==> config.mk <==
export PLATFORM = sky130hd
export DESIGN_NAME = pixel_sink
export DESIGN_NICKNAME = d
export VERILOG_FILES = /design/src/rtl/pixel_pkg.sv /design/src/rtl/pixel_fifo.sv /design/src/rtl/pixel_sink.sv
export SDC_FILE = /design/constraint.sdc
export NUM_CORES = 1
export LEC_CHECK = 0
export CAP_MARGIN = 20
export CORE_AREA = 2 2 182 95
export DETAILED_ROUTE_END_ITERATION = 10
export DIE_AREA = 0 0 184 97
export RECOVER_POWER = 50
export SLEW_MARGIN = 10
export SYNTH_ARGS = -nofsm -noshare
export SYNTH_HDL_FRONTEND = slang
export SYNTH_SLANG_ARGS = --single-unit
==> constraint.sdc <==
create_clock -name clock -period 2.75 [get_ports clock]
set_input_delay 0.55 -clock clock [delete_from_list [all_inputs] [get_ports clock]]
set_output_delay 0.55 -clock clock [all_outputs]
set_load 0.05 [all_outputs]
==> src/rtl/pixel_pkg.sv <==
// Shared constants, frame-buffer entry type and address helper for the pixel-plot path.
package pixel_pkg;

    localparam int unsigned WIDTH      = 160;
    localparam int unsigned HEIGHT     = 120;
    localparam int unsigned COLOUR_W   = 3;
    localparam int unsigned ADDR_W     = 15;
    localparam int unsigned X_W        = 8;
    localparam int unsigned Y_W        = 7;
    localparam int unsigned FIFO_DEPTH = 4;
    localparam int unsigned DROP_W     = 8;

    localparam logic [ADDR_W-1:0] LAST_ADDR = ADDR_W'(WIDTH * HEIGHT - 1);

    typedef struct packed {
        logic [ADDR_W-1:0]   addr;
        logic [COLOUR_W-1:0] colour;
    } pixel_entry_t;

    // Linear address y*160 + x built from shifts (160 = 128 + 32).
    function automatic logic [ADDR_W-1:0] pixel_addr(input logic [X_W-1:0] x,
                                                     input logic [Y_W-1:0] y);
        return (ADDR_W'(y) << 7) + (ADDR_W'(y) << 5) + ADDR_W'(x);
    endfunction

endpackage

==> src/rtl/pixel_fifo.sv <==
// Small synchronous FIFO with same-cycle push and pop; head word is presented combinationally.
module pixel_fifo #(
    parameter  int unsigned DEPTH  = 4,
    parameter  int unsigned DATA_W = 18,
    localparam int unsigned PTR_W  = $clog2(DEPTH),
    localparam int unsigned CNT_W  = PTR_W + 1
) (
    input  logic              clock,
    input  logic              reset_n,
    input  logic              push,
    input  logic [DATA_W-1:0] push_data,
    input  logic              pop,
    output logic [DATA_W-1:0] head,
    output logic              full,
    output logic              empty,
    output logic [CNT_W-1:0]  count
);

    logic [DATA_W-1:0] store [DEPTH];
    logic [PTR_W-1:0]  wr_ptr;
    logic [PTR_W-1:0]  rd_ptr;
    logic              do_push;
    logic              do_pop;

    assign full    = (count == CNT_W'(DEPTH));
    assign empty   = (count == '0);
    assign do_push = push && !full;
    assign do_pop  = pop && !empty;
    assign head    = store[rd_ptr];

    // Entry storage; occupancy is tracked by count so the array needs no reset.
    always_ff @(posedge clock) begin
        if (do_push) begin
            store[wr_ptr] <= push_data;
        end
    end

    // Pointers and occupancy; a simultaneous push and pop leaves count unchanged.
    always_ff @(posedge clock) begin
        if (!reset_n) begin
            wr_ptr <= '0;
            rd_ptr <= '0;
            count  <= '0;
        end else begin
            if (do_push) begin
                wr_ptr <= wr_ptr + PTR_W'(1);
            end
            if (do_pop) begin
                rd_ptr <= rd_ptr + PTR_W'(1);
            end
            case ({do_push, do_pop})
                2'b10:   count <= count + CNT_W'(1);
                2'b01:   count <= count - CNT_W'(1);
                default: count <= count;
            endcase
        end
    end

endmodule

==> src/rtl/pixel_sink.sv <==
// Pixel-plot receiver: range check, write buffering and read-priority frame-buffer port arbitration.
module pixel_sink
    import pixel_pkg::*;
(
    input  logic                clock,
    input  logic                reset_n,
    input  logic [X_W-1:0]      x_in,
    input  logic [Y_W-1:0]      y_in,
    input  logic [COLOUR_W-1:0] colour_in,
    input  logic                plot_in,
    output logic                plot_ready,
    input  logic                rd_req,
    input  logic [ADDR_W-1:0]   rd_addr,
    output logic                rd_valid,
    output logic [COLOUR_W-1:0] rd_colour,
    output logic [ADDR_W-1:0]   mem_addr,
    output logic [COLOUR_W-1:0] mem_wdata,
    output logic                mem_we,
    input  logic [COLOUR_W-1:0] mem_rdata,
    output logic                frame_done,
    output logic [DROP_W-1:0]   drop_count
);

    localparam int unsigned CNT_W   = $clog2(FIFO_DEPTH) + 1;
    localparam int unsigned ENTRY_W = $bits(pixel_entry_t);

    logic               in_range;
    logic               accept;
    logic               push;
    logic               drop;
    logic               pop;
    logic               full;
    logic               empty;
    logic [CNT_W-1:0]   fifo_count;
    pixel_entry_t       push_entry;
    pixel_entry_t       head;
    logic [ENTRY_W-1:0] head_word;
    logic               rd_pending;

    // Request handshake and on-screen classification.
    assign plot_ready = (fifo_count != CNT_W'(FIFO_DEPTH));
    assign in_range   = (x_in < X_W'(WIDTH)) && (y_in < Y_W'(HEIGHT));
    assign accept     = plot_in && !full;
    assign push       = accept && in_range;
    assign drop       = accept && !in_range;
    assign push_entry = '{addr: pixel_addr(x_in, y_in), colour: colour_in};

    // Reads own the port; the buffer drains only in cycles without a read request.
    assign pop  = !rd_req && !empty;
    assign head = pixel_entry_t'(head_word);

    // Read data is only meaningful while rd_valid is high, so mask it otherwise.
    assign rd_colour = rd_valid ? mem_rdata : '0;

    pixel_fifo #(
        .DEPTH  (FIFO_DEPTH),
        .DATA_W (ENTRY_W)
    ) u_fifo (
        .clock     (clock),
        .reset_n   (reset_n),
        .push      (push),
        .push_data (push_entry),
        .pop       (pop),
        .head      (head_word),
        .full      (full),
        .empty     (empty),
        .count     (fifo_count)
    );

    // Memory port registers: read address, popped write, or hold address/data when idle.
    always_ff @(posedge clock) begin
        if (!reset_n) begin
            mem_addr   <= '0;
            mem_wdata  <= '0;
            mem_we     <= 1'b0;
            frame_done <= 1'b0;
        end else if (rd_req) begin
            mem_addr   <= rd_addr;
            mem_we     <= 1'b0;
            frame_done <= 1'b0;
        end else if (!empty) begin
            mem_addr   <= head.addr;
            mem_wdata  <= head.colour;
            mem_we     <= 1'b1;
            frame_done <= (head.addr == LAST_ADDR);
        end else begin
            mem_we     <= 1'b0;
            frame_done <= 1'b0;
        end
    end

    // Read-return pipeline matching the RAM's one-cycle read latency.
    always_ff @(posedge clock) begin
        if (!reset_n) begin
            rd_pending <= 1'b0;
            rd_valid   <= 1'b0;
        end else begin
            rd_pending <= rd_req;
            rd_valid   <= rd_pending;
        end
    end

    // Saturating count of off-screen requests.
    always_ff @(posedge clock) begin
        if (!reset_n) begin
            drop_count <= '0;
        end else if (drop && (drop_count != '1)) begin
            drop_count <= drop_count + DROP_W'(1);
        end
    end

endmodule
== Yosys cells after proc, flatten, opt, wreduce, memory -nomap -nowiden ==
Memories as Yosys holds them, arrays and structs flattened. A register that Yosys moved wholly into a read port is not among the register bits.
Index checks and enable logic that the tools add are counted.

* $lt $le $gt $ge: 2
* Bitwise logic cells: 3
* Shifts and indexed selects: 0
* Reductions and logical operators: 17
* Equality and inequality tests: 7
* Add/subtract/negate cells: 7
* Multipliers: 0
* Mux-type cells: 9
* Divide/modulo/power cells: 0

{| class="wikitable"
|+ Operator list
! kind !! count
|-
| two-way mux 15 bit || 2
|-
| adder 14 x 12 -> 15 bit || 1
|-
| adder 15 x 8 -> 15 bit || 1
|-
| equality test 15 bit (second input constant) || 1
|-
| adder 8 x 1 -> 8 bit (second input constant) || 1
|-
| logical AND 1 bit || 8
|-
| < comparator 8 bit (second input constant) || 1
|-
| != test 8 bit (second input constant) || 1
|-
| < comparator 7 bit (second input constant) || 1
|-
| one-hot mux 3 bit (2 select lines) || 1
|-
| adder 2 x 1 -> 2 bit (second input constant) || 2
|-
| logical NOT 1 bit || 4
|-
| two-way mux 2 bit || 2
|-
| adder 3 x 1 -> 3 bit (second input constant) || 1
|-
| equality test 3 bit (second input constant) || 1
|-
| logical NOT 3 bit || 1
|-
| two-way mux 1 bit || 3
|-
| two-way mux 3 bit || 1
|-
| != test 3 bit (second input constant) || 1
|-
| inverter 1 bit || 3
|-
| OR reduction 3 bit || 1
|-
| subtractor 3 x 1 -> 3 bit (second input constant) || 1
|-
| equality test 2 x 1 -> 1 bit (second input constant) || 1
|-
| equality test 2 bit (second input constant) || 1
|-
| 4 further kinds || 4
|}

* ROM bits: 0
* Output and inout bits: 33
* Bits of input ports: 40
* Word-level logic and storage cells: 56
* Memories: 1
* RAM bits: 72
* Bits in latches: 0
* Bits in registers: 37

{| class="wikitable"
|+ Memories
! memory !! depth !! width !! rd ports !! clocked after memory_dff !! wr ports !! line !! text
|-
| u_fifo.store || 4 || 18 || 1 || 1 || 1 || pixel_fifo.sv:19 || <nowiki>logic [DATA_W-1:0] store [DEPTH];</nowiki>
|}

== Logic depth before layout (Yosys ltp) ==
Gate-level depths: netlist (run 1).

* Word-level depth: 7
* Mapped depth: 10
* Mapped depth without buffers: 9

== Modules after synthesis ==
Synthesis (run 1) repeated with hierarchy kept, for this count alone.

* Cell total of the unflattened synthesis: 363
* Area total of the unflattened synthesis: 4887.2 sq um

{| class="wikitable"
|+ By module, submodules not included
! module !! area each (sq um) !! instances !! cells an instance
|-
| pixel_fifo || 3103.0 || 1 || 148
|-
| pixel_sink || 1784.2 || 1 || 215
|}

== Worst setup path after synthesis (run 1) ==
Ideal clock, no wire load.

* Path type: reg-to-reg
* Start point: reg u_fifo.count[2]
* End point: reg u_fifo.count[2]
* Slack: 0.111 ns
* Required time: 2.680 ns
* Setup time: 0.070 ns
* Cell stages (with the launch flop): 11
* Arrival time: 2.568 ns
* Buffers on the path: 1
* Cells stage by stage: dfxtp_1 or3b_2 and4_1 clkbuf_1 inv_1 ha_1 inv_1 fa_1 xor2_1 or3_1 a21oi_1

* Word-level cells in the longest chain between the ends: 7
* Elaborated cells on any way between the ends: 15
* Classes of those cells: 2 x add/sub; 3 x eq/ne; 1 x mux; 9 x reduce/logical

{| class="wikitable"
|+ RTL lines
! item !! line !! text
|-
| start, declared || pixel_fifo.sv:16 || <nowiki>output logic [CNT_W-1:0] count</nowiki>
|-
| start signal, assigned || pixel_fifo.sv:52 || <nowiki>2'b10: count <= count + CNT_W'(1);</nowiki>
|-
| start signal, assigned || pixel_fifo.sv:53 || <nowiki>2'b01: count <= count - CNT_W'(1);</nowiki>
|-
| start signal, assigned || pixel_fifo.sv:54 || <nowiki>default: count <= count;</nowiki>
|-
| equality test 3 bit || pixel_fifo.sv:25 || <nowiki>assign full = (count == CNT_W'(DEPTH));</nowiki>
|-
| logical NOT 1 bit || pixel_fifo.sv:27, pixel_sink.sv:43 ||
|-
| logical AND 1 bit || pixel_sink.sv:43 || <nowiki>assign accept = plot_in && !full;</nowiki>
|-
| logical AND 1 bit || pixel_sink.sv:44 || <nowiki>assign push = accept && in_range;</nowiki>
|-
| logical AND 1 bit || pixel_fifo.sv:27 || <nowiki>assign do_push = push && !full;</nowiki>
|-
| equality test 2 x 1 -> 1 bit or equality test 2 bit (tied branches) || pixel_fifo.sv:51 || <nowiki>case ({do_push, do_pop})</nowiki>
|-
| one-hot mux 3 bit (2 select lines) or nonzero test 2 bit (tied branches) || - ||
|}

Parallel ways exist; a longest one is shown, timed or not.
A chain may end at the register's enable or synchronous reset.

==> flow_summary_export.csv, run 1 <==
group,metric,value,unit
routing,vias,3262,
floorplan,die_area,17800,µm²
routing,drcViolationCount,0,
clock_network,clk_path_buf_depth,2,
final_layout,seq_area,2940,µm²
sta,hold_viol,0,
sta,rsz0062_at_grt,"no",
logic_synthesis,synth_cells,358,
setup_path,worstSetupEndpointType,"flip-flop",
setup_path,crit_fanout,4,
logic_synthesis,synth_top_cell_by_area,"edfxtp_1",
sta,hold_ws,0.436,ns
global_route,grt_pass1_wl,17600,µm
logic_synthesis,seq_area_frac_synth,0.619,
routing,wl_per_cell,17.0,µm
sta,skew,0.00889,ns
min_path,min_to,"rd_valid",
final_layout,layout.nets,523,
final_layout,final_cell_mix,"edfxtp_1, a21oi_1, dfxtp_1, clkdlybuf4s50_1, dlygate4sd3_1",
logic_synthesis,syn-cell-area,4750,µm²
sta,post-route-period-util,0.969,
final_layout,layout_commonest_cell,"edfxtp_1",
routing,drt.antenna.violating_nets,0,
logic_synthesis,synth-edff-count,72,
global_route,grt_pass1_vias,3212,
setup_path,critPathKind,"primary input to flip-flop",
clock_network,cts_root_buf,"clkbuf_16",
floorplan,initial_utilization,0.295,
job,maxCapViolations,0,
global_route,grt-ovfl-total,0,
setup_path,required,2.82,ns
sta,slew_headroom,0.344,
global_route,track_usage,0.132,
logic_synthesis,synth.distinct_cells,38,
clock_network,clkLatencyLatePin,0.35,ns
outcome,run_status,"complete, no violations",
sta,worstMarginPinSlew,0.985,ns
logic_synthesis,avgSynthCellArea,13.3,µm²
floorplan,core_area,16100,µm²
logic_synthesis,yosys_warnings,0,
final_layout,multiInputGateArea,1720,µm²
floorplan,die_w,184,µm
setup_path,reg2reg_to,"u_fifo.count[2]",
sta,setup_viol,0,
sta,drv_slew,0,
logic_synthesis,syn-num-nets,420,
power,power_density,795,nW/µm²
setup_path,reg2reg_depth,9,
clock_network,cts_made_buffers,9,
floorplan,rows,33,
setup_path,startpoint_type,"primary input",
placement,place.gp.congestion,0.765,
setup_path,r2r_slack,0.29,ns
logic_synthesis,ys.flop_type,"edfxtp_1",
floorplan,die_h,97,µm
placement,io_buffers,72,
routing,totalWireLength,11500,µm
clock_network,clk_pin_slew,0.07,ns
power,vdd_ir_drop_max,333,µV
final_layout,drive_gt1_frac,0.163,
setup_path,worstPathArrival,2.73,ns
sta,clock.fmax,375,MHz
final_layout,n_antenna_cell,0,
clock_network,cts_tree,"built",
logic_synthesis,synth_async_sr_flop_share,0,
min_path,min_path_cells,1,
power,p_leak,2.21,nW
logic_synthesis,synth-seq-cells,111,
min_path,hp-start,"rd_pending",
min_path,hold_path.class,"flip-flop to flip-flop",
routing,drtPass1Iterations,4,
floorplan,pin_count,73,
routing,drt-initial-drc-count,244,
global_route,antenna_found_initial,0,
final_layout,syn2layout_area_growth,31.2,%
global_route,grt_max_degree,21,
routing,viasPerCell,4.83,
power,p_total,4.96,mW
setup_path,r2r_start,"u_fifo.count[2]",
placement,hpwl,8760,µm
clock_network,clkSinkCount,111,
sta,period_needed,2.66,ns
clock_network,postCtsHoldBufs,0,
clock_network,htree_levels,3,
logic_synthesis,yosysTopAreaCellShare,0.455,
logic_synthesis,synthTopCellsByArea,"edfxtp_1, dfxtp_1, mux4_2, ha_1, a21oi_1",
final_layout,fillers,1527,
[Yosys cell counts (all sizes together), types with 3 or more instances]
cell type and count:
edfxtp 72, a21oi 47, dfxtp 39, o21ai 25
nand2 21, ha 19, inv 18, mux4 18
clkbuf 13, nor2 12, and2 8, nand3 6
nor3 6, or4 6, xnor2 6, nand4 5
buf 4, xor2 4, fa 3, o31ai 3
o41ai 3, or3 3
[logic make-up (layout without fill, tap and decap cells)]
group           count (synthesis)  in the layout  synth area share
simple gates                   74             74            0.0811
compound gates                 88             88             0.103
flops                         111            111             0.619
fa+ha+maj                      22             22            0.0626
mux                            18             18            0.0853
buf+inv                        35            143            0.0303
xor+xnor                       10             10            0.0184
[area by class of cell]
cell class / count / area share
repair buffers: 109 / 0.155
inverters: 18 / 0.0108
clock inverters: 6 / 0.00802
multi-input cells: 212 / 0.276
clock buffers: 10 / 0.0367
well taps: 210 / 0.0421
flip-flops and latches: 111 / 0.472
[per-layer routing]
metal | routed length (µm) | track usage
met5 | 0 | 0
met4 | 88 | 0.0295
met3 | 801 | 0.0456
met2 | 4440 | 0.174
met1 | 6140 | 0.202
[power breakdown]
| group | switching (mW) | internal [mW] | leakage, nW | total [mW] |
|---|---|---|---|---|
| combinational | 0.994 | 0.652 | 1.10 | 1.65 |
| sequential | 0.110 | 1.98 | 0.976 | 2.09 |
| clock | 0.598 | 0.631 | 0.140 | 1.23 |
| total | 1.70 | 3.26 | 2.21 | 4.96 |
[per-stage QoR]
| stage | instance area, µm² | util | instances | setup TNS [ns] | setup WS (ns) |
|---|---|---|---|---|---|
| final | 6240 | 0.387 | 676 | 0 | 0.0864 |
| after detailed placement | 5960 | 0.370 | 660 | -10.19 | -0.489 |
| after CTS | 6250 | 0.388 | 676 | 0 | 0.0000928 |
| after floorplan | 4750 | - | 358 | 0 | 0.111 |
| after global placement | 5960 | 0.370 | 660 | -8.27 | -0.405 |
| after global routing | 6240 | 0.387 | 676 | 0 | 0.0149 |
[worst max-delay path by stage]
| stage | startpoint | endpoint | slack (ns) | depth (start not counted) |
|---|---|---|---|---|
| 2_1_floorplan | u_fifo.count[2] | u_fifo.count[2] | 0.11 | 10 |
| 3_3_place_gp | x_in[7] | u_fifo.store[0][15] | -0.40 | 9 |
| 3_5_place_dp | x_in[7] | u_fifo.store[1][15] | -0.49 | 9 |
| 4_1_cts | x_in[7] | u_fifo.store[1][16] | 0.00009 | 9 |
| 5_1_grt | y_in[0] | u_fifo.store[2][15] | 0.01 | 9 |
| 6_report | y_in[0] | u_fifo.store[2][15] | 0.09 | 9 |
[state kept, by name (all words and copies together), names as in the netlist, named ones only]
name / cells
u_fifo.store: 72
mem_addr: 15
drop_count: 8
mem_wdata: 3
u_fifo.count: 3
u_fifo.rd_ptr: 2
u_fifo.wr_ptr: 2
frame_done: 1
mem_we: 1
rd_pending: 1
rd_valid: 1
[critical path, stage by stage]
cell and delay (ns):
clkdlybuf4s50_1 0.49, inv_1 0.06, fa_1 0.52, inv_2 0.06, fa_2 0.36, a21o_1 0.19, a21oi_2 0.22, nand3b_1 0.15
nand3_2 0.12
[repair_timing]
action                     in CTS  in global routing
setup buffers                   0                  0
pin swaps                       3                  7
resized for setup               3                  7
setup endpoints to repair      20                 20
No activity file was read; power rests on OpenSTA's default activity.
==> run 2: changes to the inputs <==
--- a/config.mk
+++ b/config.mk
@@ -7,10 +7,13 @@
 export LEC_CHECK = 0
 export CAP_MARGIN = 20
 export CORE_AREA = 2 2 182 95
+export CTS_CLUSTER_SIZE = 16
 export DETAILED_ROUTE_END_ITERATION = 10
 export DIE_AREA = 0 0 184 97
 export RECOVER_POWER = 50
+export SKIP_LAST_GASP = 1
 export SLEW_MARGIN = 10
 export SYNTH_ARGS = -nofsm -noshare
 export SYNTH_HDL_FRONTEND = slang
 export SYNTH_SLANG_ARGS = --single-unit
+export TNS_END_PERCENT = 10
==> run 2 against run 1 <==
Global-route usage barely moved; maximum frequency about the same; clock skew about the same; sequential share of layout area unchanged; sequential cell count is the same; largest cell class unchanged; largest power group unchanged; die area is the same; power is essentially flat; final area stayed put; worst hold slack did not move; critical path depth unchanged.
==> flow_summary_export.csv, run 2 (synthesis results as in run 1) <==
group,metric,value,unit
floorplan,die_area,17800,µm²
clock_network,htree_levels,3,
final_layout,syn2layout_area_growth,31.2,%
clock_network,postCtsHoldBufs,0,
placement,dpl_cell_area,5960,µm²
setup_path,r2r_slack,0.29,ns
final_layout,seq_area,2940,µm²
setup_path,critPathKind,"primary input to flip-flop",
job,maxCapViolations,0,
power,p_total,4.96,mW
final_layout,layout.nets,523,
sta,setup_viol,0,
final_layout,n_antenna_cell,0,
final_layout,largestRegisters,"u_fifo.store: 72 flops, mem_addr: 15 flops, drop_count: 8 flops",
floorplan,pin_count,73,
final_layout,layout_commonest_cell,"edfxtp_1",
sta,clock.fmax,376,MHz
floorplan,die_w,184,µm
min_path,hold_path.class,"flip-flop to flip-flop",
global_route,track_usage,0.131,
final_layout,final_area,6240,µm²
clock_network,clkLatencyLatePin,0.35,ns
setup_path,crit_path_cell_trace,"clkdlybuf4s50_1 -> inv_1 -> fa_1 -> inv_2 -> fa_2 -> a21o_1 -> a21oi_2 -> nand3b_1 -> nand3_2",
global_route,grt-ovfl-total,0,
routing,totalWireLength,11500,µm
power,power_density,795,nW/µm²
routing,wl_per_cell,17.0,µm
global_route,grt_max_degree,21,
sta,skew,0.00880,ns
clock_network,postCtsSetupBuffers,0,
sta,slew_headroom,0.344,
routing,drtPass1Iterations,4,
placement,io_buffers,72,
setup_path,worstPathArrival,2.73,ns
setup_path,crit_fanout,4,
floorplan,die_h,97,µm
floorplan,initial_utilization,0.295,
clock_network,cts_root_buf,"clkbuf_16",
global_route,grt_pass1_vias,3210,
routing,viasPerCell,4.82,
setup_path,cp_slowest_cell,"fa_1",
routing,drt.antenna.violating_nets,0,
routing,drt-initial-drc-count,244,
outcome,run_status,"complete, no violations",
sta,drv_slew,0,
final_layout,final_cell_mix,"edfxtp_1, a21oi_1, dfxtp_1, clkdlybuf4s50_1, dlygate4sd3_1",
placement,numPlacedInstances,660,
final_layout,regMostFlops,"u_fifo.store",
setup_path,worstSetupEndpointType,"flip-flop",
floorplan,core_area,16100,µm²
placement,place.gp.congestion,0.765,
final_layout,fillers,1527,
clock_network,cts_tree,"built",
clock_network,clk_pin_slew,0.07,ns
floorplan,rows,33,
placement,hpwl,8760,µm
final_layout,multiInputGateArea,1720,µm²
sta,hold_viol,0,
final_layout,drive_gt1_frac,0.163,
sta,period_needed,2.66,ns
routing,vias,3257,
clock_network,clkSinkCount,111,
setup_path,required,2.82,ns
clock_network,clk_path_buf_depth,2,
clock_network,cts_made_buffers,9,
global_route,grt_pass1_wl,17500,µm
power,vdd_ir_drop_max,334,µV
power,p_leak,2.21,nW
sta,worstMarginPinSlew,0.985,ns
sta,post-route-period-util,0.968,
sta,rsz0062_at_grt,"no",
global_route,antenna_found_initial,0,
routing,drcViolationCount,0,
setup_path,startpoint_type,"primary input",
final_layout,instances_no_fill,676,
final_layout,largest_reg_flops,72,
setup_path,max_stage_delay,0.52,ns
## run 2: cell counts in the layout (fill, tap and decap cells not counted)
Identical to the previous run, type by type.
## run 2: worst paths after layout
kind | endpoint | startpoint | cells after the start
worst max-delay path | u_fifo.store[2][15] | y_in[0] | 9
worst max register to register | u_fifo.count[2] | u_fifo.count[2] | 9
worst min-delay path | rd_valid | rd_pending | 1
worst min register to register | rd_valid | rd_pending | 1
## run 2: power by group
part / internal [mW] / switching [mW]
Sequential: 1.98 / 0.110
Combinational: 0.652 / 0.994
Clock: 0.631 / 0.598
Total: 3.26 / 1.70
## run 2: layer usage
metal / vias to the layer above / global-route usage / routed length [µm] / part of all wire
li1: 1554 / - / - / -
met1: 1593 / 0.202 / 6150 / 0.54
met2: 101 / 0.174 / 4440 / 0.39
met3: 9 / 0.0456 / 801 / 0.070
met4: 0 / 0.0295 / 88 / 0.0077
met5: - / 0 / 0 / 0
## run 2: worst max-delay path, delay by kind of cell
kind                       cells  cell delay (ns)
adders and majority gates      2             0.88
buffers and inverters          3             0.61
AOI/OAI and AO/OA              2             0.41
and+or+nand+nor                2             0.27
## run 2: per-stage QoR
step | util | setup WS, ns | hold slack [ns] | TNS, ns
CTS | 0.388 | -0.0240 | 0.440 | -0.231
detailed placement | 0.370 | -0.489 | 0.423 | -10.19
finish | 0.387 | 0.0874 | 0.436 | 0
floorplan | - | 0.111 | 0.412 | 0
global placement | 0.370 | -0.405 | 0.422 | -8.27
global route | 0.387 | 0.0149 | 0.456 | 0
## run 2: final cells by class
type,count,area share
Timing Repair Buffer,109,0.155
Clock inverter,6,0.00802
Inverter,18,0.0108
Multi-Input combinational cell,212,0.276
Sequential cell,111,0.472
Tap cell,210,0.0421
Clock buffer,10,0.0367
## run 2: repair_timing
action,4_1_cts,5_1_grt
hold endpoints to repair,0,0
setup endpoints to repair,20,20
resized for setup,1,9
pin swaps,2,7
